$ cat src/rtl/rom_loader.sv
// Splits hps_io 16-bit download words into byte writes with a fixed
// two-cycle wait handshake and region-relative ROM addressing.
module rom_loader #(
    parameter logic [23:0] REG1_START = 24'h008000,
    parameter logic [23:0] REG2_START = 24'h010000,
    parameter logic [23:0] REG3_START = 24'h018000,
    parameter logic [23:0] TOTAL_SIZE = 24'h020000
) (
    input  logic        clk_sys,
    input  logic        reset,
    input  logic        ioctl_download,
    input  logic        ioctl_wr,
    input  logic [26:0] ioctl_addr,
    input  logic [15:0] ioctl_dout,
    output logic        ioctl_wait,
    output logic [3:0]  rom_cs,
    output logic [16:0] rom_addr,
    output logic [7:0]  rom_data,
    output logic        rom_we,
    output logic        loaded,
    output logic        overflow
);
    typedef enum logic [1:0] {IDLE, LO, HI} state_t;

    state_t      r_state;
    state_t      w_state_nxt;
    logic [26:0] r_addr;
    logic [15:0] r_dout;
    logic        r_wait;
    logic        r_we;
    logic [3:0]  r_cs;
    logic [16:0] r_rom_addr;
    logic [7:0]  r_rom_data;
    logic        r_loaded;
    logic        r_overflow;
    logic        r_dl_d;
    logic        r_done_pend;

    logic        w_emit;
    logic        w_latch;
    logic        w_wait_nxt;
    logic [26:0] w_baddr;
    logic [7:0]  w_bdata;
    logic [3:0]  w_cs;
    logic [16:0] w_off;
    logic        w_hit;
    logic        w_rise;
    logic        w_fall;

    function automatic logic [3:0] f_cs(input logic [26:0] a);
        logic [3:0] cs;
        if (a < {3'b000, REG1_START})      cs = 4'b0001;
        else if (a < {3'b000, REG2_START}) cs = 4'b0010;
        else if (a < {3'b000, REG3_START}) cs = 4'b0100;
        else if (a < {3'b000, TOTAL_SIZE}) cs = 4'b1000;
        else                               cs = 4'b0000;
        return cs;
    endfunction

    // Offsets are computed modulo 2^24 and then cut to the 17-bit ROM bus.
    function automatic logic [16:0] f_off(input logic [26:0] a);
        logic [23:0] d;
        if (a < {3'b000, REG1_START})      d = a[23:0];
        else if (a < {3'b000, REG2_START}) d = a[23:0] - REG1_START;
        else if (a < {3'b000, REG3_START}) d = a[23:0] - REG2_START;
        else                               d = a[23:0] - REG3_START;
        return d[16:0];
    endfunction

    always_ff @(posedge clk_sys or posedge reset) begin
        if (reset) r_state <= IDLE;
        else       r_state <= w_state_nxt;
    end

    always_comb begin
        w_state_nxt = r_state;
        w_emit      = 1'b0;
        w_latch     = 1'b0;
        w_wait_nxt  = r_wait;
        w_baddr     = r_addr;
        w_bdata     = r_dout[7:0];
        case (r_state)
            IDLE: begin
                if (ioctl_wr && ioctl_download) begin
                    w_latch     = 1'b1;
                    w_emit      = 1'b1;
                    w_baddr     = ioctl_addr;
                    w_bdata     = ioctl_dout[7:0];
                    w_wait_nxt  = 1'b1;
                    w_state_nxt = LO;
                end
            end
            LO: begin
                w_emit      = 1'b1;
                w_baddr     = r_addr + 27'd1;
                w_bdata     = r_dout[15:8];
                w_state_nxt = HI;
            end
            HI: begin
                w_wait_nxt  = 1'b0;
                w_state_nxt = IDLE;
            end
            default: w_state_nxt = IDLE;
        endcase
    end

    assign w_cs   = f_cs(w_baddr);
    assign w_off  = f_off(w_baddr);
    assign w_hit  = w_emit && (w_cs != 4'b0000);
    assign w_rise = ioctl_download & ~r_dl_d;
    assign w_fall = ~ioctl_download & r_dl_d;

    // The byte registered here is the one presented during the following state.
    always_ff @(posedge clk_sys or posedge reset) begin
        if (reset) begin
            r_addr     <= '0;
            r_dout     <= '0;
            r_wait     <= 1'b0;
            r_we       <= 1'b0;
            r_cs       <= '0;
            r_rom_addr <= '0;
            r_rom_data <= '0;
        end else begin
            if (w_latch) begin
                r_addr <= ioctl_addr;
                r_dout <= ioctl_dout;
            end
            r_wait <= w_wait_nxt;
            r_we   <= w_hit;
            r_cs   <= w_hit ? w_cs : 4'b0000;
            if (w_hit) begin
                r_rom_addr <= w_off;
                r_rom_data <= w_bdata;
            end
        end
    end

    // A falling download edge is held pending until the word in flight drains.
    always_ff @(posedge clk_sys or posedge reset) begin
        if (reset) begin
            r_dl_d      <= 1'b0;
            r_done_pend <= 1'b0;
            r_loaded    <= 1'b0;
            r_overflow  <= 1'b0;
        end else begin
            r_dl_d     <= ioctl_download;
            r_overflow <= (r_overflow & ~w_rise) | (w_emit & ~w_hit);
            if (w_rise) begin
                r_done_pend <= 1'b0;
                r_loaded    <= 1'b0;
            end else if (w_fall) begin
                r_done_pend <= 1'b1;
            end else if (r_state == IDLE && r_done_pend) begin
                r_done_pend <= 1'b0;
                r_loaded    <= ~r_overflow;
            end
        end
    end

    assign ioctl_wait = r_wait;
    assign rom_we     = r_we;
    assign rom_cs     = r_cs;
    assign rom_addr   = r_rom_addr;
    assign rom_data   = r_rom_data;
    assign loaded     = r_loaded;
    assign overflow   = r_overflow;
endmodule

$ cat config.mk
export PLATFORM = sky130hd
export DESIGN_NAME = rom_loader
export DESIGN_NICKNAME = d
export VERILOG_FILES = /design/src/rtl/rom_loader.sv
export SDC_FILE = /design/constraint.sdc
export NUM_CORES = 1
export LEC_CHECK = 0
export CORE_MARGIN = 2
export CORE_UTILIZATION = 30
export DETAILED_ROUTE_END_ITERATION = 12
export DONT_BUFFER_PORTS = 1
export HOLD_SLACK_MARGIN = 0.02
export PLACE_DENSITY = 0.49
export SLEW_MARGIN = 20
export SYNTH_ARGS = -nofsm -noshare
export SYNTH_HDL_FRONTEND = slang
export SYNTH_SLANG_ARGS = --single-unit
$ cat constraint.sdc
create_clock -name clk_sys -period 6.05 [get_ports clk_sys]
set_clock_uncertainty 0.2 [all_clocks]
set_input_delay 0.605 -clock clk_sys [delete_from_list [all_inputs] [get_ports clk_sys]]
set_output_delay 0.605 -clock clk_sys [all_outputs]
set_load 0.01 [all_outputs]
Yosys cells after proc, flatten, opt, wreduce, memory -nomap -nowiden

Index checks and enable logic that the tools add are counted.

Word-level logic and storage cells: 69
Register bits after elaboration: 80
Input bits: 47
Output and inout port bits: 33

Bitwise operators: 10
Order comparisons: 4
Reductions and logical operators: 10
Eq/ne operators: 4
Multiplexer cells: 25
$add $sub $neg: 4

Operator list:

| operator                                                                | count |
|---|---|
| 27-bit by 17-bit < comparator with 1-bit output (second input constant) | 2 |
| 27-bit case mux with 2 select lines                                     | 1 |
| 17-bit two-way mux                                                      | 3 |
| 17-bit subtractor (second input constant)                               | 2 |
| 27-bit by 1-bit adder with 27-bit output (second input constant)        | 1 |
| 27-bit by 16-bit < comparator with 1-bit output (second input constant) | 1 |
| 27-bit by 18-bit < comparator with 1-bit output (second input constant) | 1 |
| 27-bit two-way mux                                                      | 1 |
| 4-bit two-way mux                                                       | 5 |
| 17-bit by 16-bit subtractor with 17-bit output (second input constant)  | 1 |
| 8-bit case mux with 2 select lines                                      | 1 |
| 1-bit two-way mux                                                       | 9 |
| 8-bit two-way mux                                                       | 1 |
| 1-bit NOT                                                               | 5 |
| 1-bit bitwise AND                                                       | 4 |
| 2-bit != test (second input constant)                                   | 2 |
| 1-bit case mux with 2 select lines                                      | 2 |
| 2-bit case mux with 2 select lines                                      | 1 |
| 2-bit AND reduction                                                     | 2 |
| 2-bit nonzero test                                                      | 2 |
| 4-bit nonzero test                                                      | 1 |
| 1-bit logical AND                                                       | 3 |
| 3-bit nonzero test                                                      | 1 |
| 2-bit by 1-bit == test with 1-bit output (second input constant)        | 1 |
| other kinds (4)                                                         | 4 |

Logic depth before layout (Yosys ltp)

Gate-level depths: netlist of run 1.

Word-level depth: 13
Mapped depth: 12
Mapped depth without buffers: 12

Worst setup path before layout of run 1

Ideal clock, no wire load.

Path type: register to register
Start: register r_addr[0]
End: register r_rom_addr[0] (netlist: rom_addr[0])
Arrival time: 2.662 ns
Buffers on the path: 2
Setup time: 0.125 ns
Setup slack: 3.063 ns
Required time: 5.725 ns
Cell stages (with the launch flop): 11
Clock period less this slack: 2.987 ns
Cells stage by stage: dfrtp_1 ha_1 nand4_2 or3_4 o31ai_1 a21oi_1 a2111o_1 or2_1 buf_6 buf_8 mux2_4

Word-level cells in the longest chain between the ends: 9
Elaborated cells between the ends (all ways): 19
Those cells by class: add/sub (4); order compare (4); mux (9); reduce/logical (2)

Ends and longest elaborated chain:

| element                                                                        | RTL line | RTL |
|---|---|---|
| start, declared                                                                | 27       | `logic [26:0] r_addr;` |
| start signal, assigned                                                         | 125      | `r_addr <= ioctl_addr;` |
| 27-bit by 1-bit adder with 27-bit output or 27-bit two-way mux (tied branches) | 95, 84   |  |
| 27-bit case mux with 2 select lines (*)                                        | 82       | `case (r_state)` |
| 27-bit by 18-bit < comparator with 1-bit output                                | 55       | `else if (a < {3'b000, TOTAL_SIZE}) cs = 4'b1000;` |
| 4-bit two-way mux                                                              | 55       |  |
| 4-bit two-way mux                                                              | 54       | `else if (a < {3'b000, REG3_START}) cs = 4'b0100;` |
| 4-bit two-way mux                                                              | 53       | `else if (a < {3'b000, REG2_START}) cs = 4'b0010;` |
| 4-bit two-way mux                                                              | 52       | `if (a < {3'b000, REG1_START}) cs = 4'b0001;` |
| 4-bit nonzero test                                                             | 109      | `assign w_hit = w_emit && (w_cs != 4'b0000);` |
| 1-bit logical AND                                                              | 109      |  |
| end signal, assigned                                                           | 132      | `r_rom_addr <= w_off;` |
| end, declared                                                                  | 32       | `logic [16:0] r_rom_addr;` |

Every way passes the cells marked *; elsewhere a longest branch is shown, timed or not.
A chain may end at the register's enable or synchronous reset.

Final worst setup path of run 1

Start: register r_state[0]
End: register r_rom_data[2] (netlist: rom_data[2])

Word-level cells in the longest chain between the ends: 9
Elaborated cells between the ends (all ways): 15
Those cells by class: order compare (4); eq/ne (1); mux (7); reduce/logical (3)

Ends and longest elaborated chain:

| element                                                                       | RTL line | RTL |
|---|---|---|
| start, declared                                                               | 25       | `state_t r_state;` |
| start signal, assigned                                                        | 72       | `else r_state <= w_state_nxt;` |
| 2-bit by 1-bit == test with 1-bit output or 2-bit logical NOT (tied branches) | 82       |  |
| 27-bit case mux with 2 select lines                                           | 82       |  |
| 27-bit by 18-bit < comparator with 1-bit output                               | 55       |  |
| 4-bit two-way mux                                                             | 55       |  |
| 4-bit two-way mux                                                             | 54       |  |
| 4-bit two-way mux                                                             | 53       |  |
| 4-bit two-way mux                                                             | 52       |  |
| 4-bit nonzero test                                                            | 109      |  |
| 1-bit logical AND                                                             | 109      |  |
| end signal, assigned                                                          | 133      | `r_rom_data <= w_bdata;` |
| end, declared                                                                 | 33       | `logic [7:0] r_rom_data;` |

Parallel ways exist; a longest one is shown, timed or not.

==> flow_summary.ini, run 1 <==
[logic_synthesis]
netlist_instances = 417
synth_xor_area_share_pct = 0.688
synthDistinctLibCells = 51
async_flop_share_pct = 100
synth.yosys.warnings = 0
yosys.area_share.adder_pct = 1.64
synth_edf_count = 0
syn_area_mm2 = 0.00382
synth_fp_nets = 469
ys_seq_area_share_pct = 47.2
synth-simple-area-share_pct = 25.2
avgSynthCellArea_um2 = 9.16
synth-compound-area-share_pct = 12.0
synth_top_family_by_area = simple AND/OR/NAND/NOR gates
ys.flop_type = dfrtp_1
synth_seq_cells = 72
synth_mux_area_share_pct = 9.34

[clocking]
cts_root_buf = clkbuf_16
cts_tree = built
cts_setup_buffers = 0
cts_buffers = 9
h-tree-depth = 3
ctsResizeCount = 0
cts.hold.buffers_added = 0
cts_sinks = 72
clock_latency_ns = 0.33
cts_buffer_depth = 2
clk_pin_slew_ns = 0.06

[route]
ant_nets = 0
dr_wl_met3_um = 565
wl_met2_um = 4370
drtIter0Drc = 125
wl_per_cell_um = 15.9
first_pass_iters = 4
wl_met1_um = 4300
vias = 2951
top_layer_used = met4
vias_per_cell = 4.98
drc = 0
routed_wl_um = 9410

[setup_path]
crit_fanout = 46
endpoint_kind = register
arrival_ns = 3.84
startpoint_type = register
cp_top_family = simple AND/OR/NAND/NOR gates
slowest_stage = dfrtp_1
cp.required_ns = 6.07
crit_type = reg -> reg
cp_num_buf_inv = 2
critical_path.max_stage_delay_ns = 0.77
path_cells = nor2_1 > nand3_2 > buf_4 > a21oi_1 > a221o_1 > a2111o_1 > or2_1 > buf_4 > mux2_4
cp_common_cell = buf_4

[die]
num_rows = 41
core_mm2 = 0.0125
io-pin-count = 80
die_h_um = 117
die_w_um = 117
start_util_pct = 30.5
die_area_mm2 = 0.0136

[pwr]
total_power_mw = 1.40
cellLeakagePower_nw = 2.03
p_per_area_mw_per_mm2 = 329
ir_drop_uv = 106

[placed_design]
place_congestion = 0.860
dp.cells = 576
portBuffers = 0
dp_hpwl_um = 6900
placed_cell_area_mm2 = 0.00397

[timing]
max_freq_mhz = 262
tightest_slew_ns = 0.922
tns_ns = 0
fin_hold_ws_ns = 0.0975
drv_slew = 0
min_period_ns = 3.82
hold_violations = 0
grt_setup_unrepaired = no
timing.slew.headroom_pct = 38.5
period_share_pct = 63.2
finalSetupViolCount = 0

[finish]
final_common_cell = nand2_1
drive_gt1_share_pct = 12.9
final_cell_mix = nand2_1 (143), dfrtp_1 (72), mux2_4 (20), nand3_1 (15), o21ai_0 (13)
stdcell_area_mm2 = 0.00425
stdcell_count = 592
final_nets = 467
n_antenna_cell = 0
syn_to_final_growth_pct = 11.4

[global_routing]
grt_pass1_vias = 2934
grtUsageTotal_pct = 14.7
antenna_found_initial = 0
grt_max_degree = 73
grt_overflow = 0
grt_pass1_wl_um = 15300

[status]
status = complete, no violations

[job]
drv_cap = 0

[min_path]
hp-class = in -> reg
## layer usage
| metal | vias up | track usage, % |
|---|---|---|
| met1 | 1420 | 19.4 |
| met2 | 66 | 22.7 |
| met4 | 0 | 6.43 |
| met5 | - | 0 |
| met3 | 14 | 4.07 |
| li1 | 1451 | - |
## registers in the layout (all words and copies together) (netlist names)
signal,cells
rom_data,8
r_done_pend,1
r_addr,27
rom_cs,4
overflow,1
rom_we,1
r_state,2
ioctl_wait,1
rom_addr,17
r_dl_d,1
r_dout,8
loaded,1
## path summary, 6_finish.rpt
path                                 from      endpoint  slack, ns  cells after the start
min                        ioctl_download        r_dl_d        0.1                      0
max in group asynchronous           reset    r_addr[14]       4.80                      2
max reg2reg                    r_state[0]   rom_data[2]       2.23                      9
max                            r_state[0]   rom_data[2]       2.23                      9
min reg2reg                    r_dout[14]    r_dout[14]       0.27                      2
min in group asynchronous           reset  rom_addr[11]       0.23                      2
## where the power goes
group          switching [mW]  internal, mW  leakage (nW)
Sequential              0.107         0.563         0.933
Combinational           0.114         0.108         0.955
Clock                   0.192         0.317         0.140
## layout make-up
type                    instances  area [µm²]
multi-input cells             313        1870
clock inverters                 4        45.0
fillers                      1325        8260
clock buffers                  12         236
inverters                      15        56.3
repair buffers                  4        30.0
well taps                     172         215
flip-flops and latches         72        1800
## cell families after synthesis
family	count (synthesis)
compound gates	66
xor+xnor	3
fa+ha+maj	5
buf+inv	32
flops	72
mux	25
simple gates	214
## synth_stat cells, types with 2 or more instances
cell,number,area share (%)
a22o_1,2,0.46
nor3_1,8,1.0
inv_1,13,1.3
o31ai_1,4,0.79
and2_1,3,0.49
nand2b_1,2,0.33
mux2_4,20,7.9
buf_2,2,0.26
and4_1,5,1.1
nor4_1,5,0.82
o22ai_1,2,0.33
dfrtp_1,72,47
buf_8,2,0.79
ha_1,5,1.6
o21ai_0,13,1.7
or3_1,3,0.49
or4_1,2,0.39
or2_2,4,0.66
a211o_1,2,0.46
a21oi_1,12,1.6
nand4_2,2,0.66
clkbuf_1,8,0.79
buf_1,4,0.39
o211ai_1,11,2.2
nor2_1,9,0.88
o21bai_1,2,0.39
nand4_1,7,1.1
o311ai_0,4,0.92
xnor2_1,3,0.69
a31oi_1,2,0.33
and3_1,2,0.33
inv_2,2,0.20
nand2_1,143,14
mux2_2,5,1.5
nand3_1,16,2.1
## through the flow
| stage | setup slack (ns) | util (%) |
|---|---|---|
| 2_1_floorplan | 3.06 | - |
| 3_3_place_gp | 2.32 | 31.7 |
| 3_5_place_dp | 2.21 | 31.7 |
| 4_1_cts | 2.18 | 34.0 |
| 5_1_grt | 1.91 | 34.0 |
| 6_report | 2.23 | 34.0 |
(Power assumes the default switching activity.)
==> run 2: changes to the inputs <==
--- a/config.mk
+++ b/config.mk
@@ -10,7 +10,7 @@
 export DETAILED_ROUTE_END_ITERATION = 12
 export DONT_BUFFER_PORTS = 1
 export HOLD_SLACK_MARGIN = 0.02
-export PLACE_DENSITY = 0.49
+export PLACE_DENSITY = 0.5
 export SLEW_MARGIN = 20
 export SYNTH_ARGS = -nofsm -noshare
 export SYNTH_HDL_FRONTEND = slang
==> constraint.sdc (replaced) <==
create_clock -name clk_sys -period 3.3 [get_ports clk_sys]
set_clock_uncertainty 0.2 [all_clocks]
set_input_delay 0.33 -clock clk_sys [delete_from_list [all_inputs] [get_ports clk_sys]]
set_output_delay 0.33 -clock clk_sys [all_outputs]
set_load 0.01 [all_outputs]
==> flow_summary.ini, run 2 (same netlist as run 1, synthesis figures left out) <==
[global_routing]
grtUsageTotal_pct = 15.3
grt_pass1_wl_um = 16300
use_met2_pct = 23.9
met1_usage_pct = 20.9
antenna_found_initial = 0
gr-usage-met3_pct = 3.81
grt_pass1_vias = 3182
grt_overflow = 0
busiest_layer = met2
grt_max_degree = 46

[setup_path]
cp.required_ns = 3.31
crit_type = reg -> reg
startpoint_type = register
crit_fanout = 24
endpoint_kind = register
arrival_ns = 3.17

[min_path]
hp-class = in -> reg

[pwr]
combPwrFrac_pct = 18.0
intPower_mw = 1.80
p_clk_share_pct = 34.3
pwr-share-seq_pct = 47.6
ir_drop_uv = 219
p_per_area_mw_per_mm2 = 546
sw_frac_of_total_pct = 30.0
cellLeakagePower_nw = 2.22
p_sw_mw = 0.769
total_power_mw = 2.57

[timing]
min_period_ns = 3.16
timing.slew.headroom_pct = 59.4
fin_hold_ws_ns = 0.0258
max_freq_mhz = 317
finalSetupViolCount = 0
hold_violations = 0
drv_slew = 0
tns_ns = 0
tightest_slew_ns = 0.608
setup_ws_ns = 0.141
period_share_pct = 95.7
grt_setup_unrepaired = no

[route]
routed_wl_um = 9880
first_pass_iters = 4
wl_per_cell_um = 15.5
drtIter0Drc = 242
ant_nets = 0
vias = 3162
vias_per_cell = 4.96
drc = 0

[finish]
final_nets = 512
syn_to_final_growth_pct = 23.0
final_common_cell = nand2_1
n_antenna_cell = 0
top_register = r_addr
drive_gt1_share_pct = 13.1
largest_reg_flops = 27
postLayoutCoreUtil_pct = 37.5
final_cell_mix = nand2_1 (143), dfrtp_1 (72), dlygate4sd3_1 (38), mux2_4 (20), nand3_1 (16)

[die]
die_area_mm2 = 0.0136
io-pin-count = 80
die_h_um = 117
die_w_um = 117
core_mm2 = 0.0125
num_rows = 41
start_util_pct = 30.5

[clocking]
clock_latency_ns = 0.33
cts_tree = built
cts_buffers = 9
cts_setup_buffers = 0
cts_buffer_depth = 2
clk_pin_slew_ns = 0.05
h-tree-depth = 3
cts_sinks = 72
cts_root_buf = clkbuf_16

[status]
status = complete, no violations

[placed_design]
pre_cts_ws_ns = 0.170
dp_hpwl_um = 6980
portBuffers = 0
place_congestion = 0.867

[job]
drv_cap = 0
-- run 2: what timing repair did --
action | in CTS | in global routing
endpoints found under the hold margin | 64 | 0
endpoints found under the setup margin | 0 | 1
gates resized for setup | 0 | 1
hold buffers | 38 | 0
-- run 2: area by class of cell --
cell class	instances	area [µm²]
Clock buffer	13	250
Clock inverter	3	17.5
Fill cell	1279	7820
Inverter	15	56.3
Multi-Input combinational cell	313	1870
Sequential cell	72	1800
Tap cell	172	215
Timing Repair Buffer	49	488
-- run 2: worst paths after layout --
path,cells past startpoint,to,from,slack [ns]
worst max-delay path,9,rom_data[2],r_addr[0],0.14
worst min-delay path,2,ioctl_wait,ioctl_download,0.03
worst max register to register,9,rom_data[2],r_addr[0],0.14
worst min register to register,2,r_dout[8],r_dout[8],0.27
max in group asynchronous,3,rom_data[3],reset,1.91
min in group asynchronous,2,rom_addr[11],reset,0.33
-- run 2: metrics by stage --
stage	instances	cell area (µm²)
floorplan	417	3820
global placement	583	4050
detailed placement	583	4050
CTS	637	4690
global route	637	4700
finish	637	4700
-- run 2: critical path: stages (launching register included) --
cell	delay [ns]
dfrtp_1	0.40
ha_1	0.22
nand4_2	0.15
or3_4	0.45
o31ai_1	0.25
a21oi_1	0.10
a2111o_1	0.47
or2_1	0.29
buf_12	0.19
mux2_4	0.31
-- run 2: power groups by stage --
stage | clock network (mW) | registers [mW] | logic, mW
finish | 0.881 | 1.22 | 0.463
global route | 0.964 | 1.25 | 0.528
CTS | 0.911 | 1.22 | 0.469
detailed placement | 0 | 1.24 | 0.428
global placement | 0 | 1.24 | 0.418
floorplan | 0 | 1.18 | 0.354
-- run 2: metal layers --
| layer | vias to the layer above | wire length [µm] |
|---|---|---|
| met2 | 75 | 4640 |
| met3 | 8 | 452 |
| met1 | 1533 | 4670 |
| met5 | - | 0 |
| li1 | 1546 | - |
| met4 | 0 | 120 |
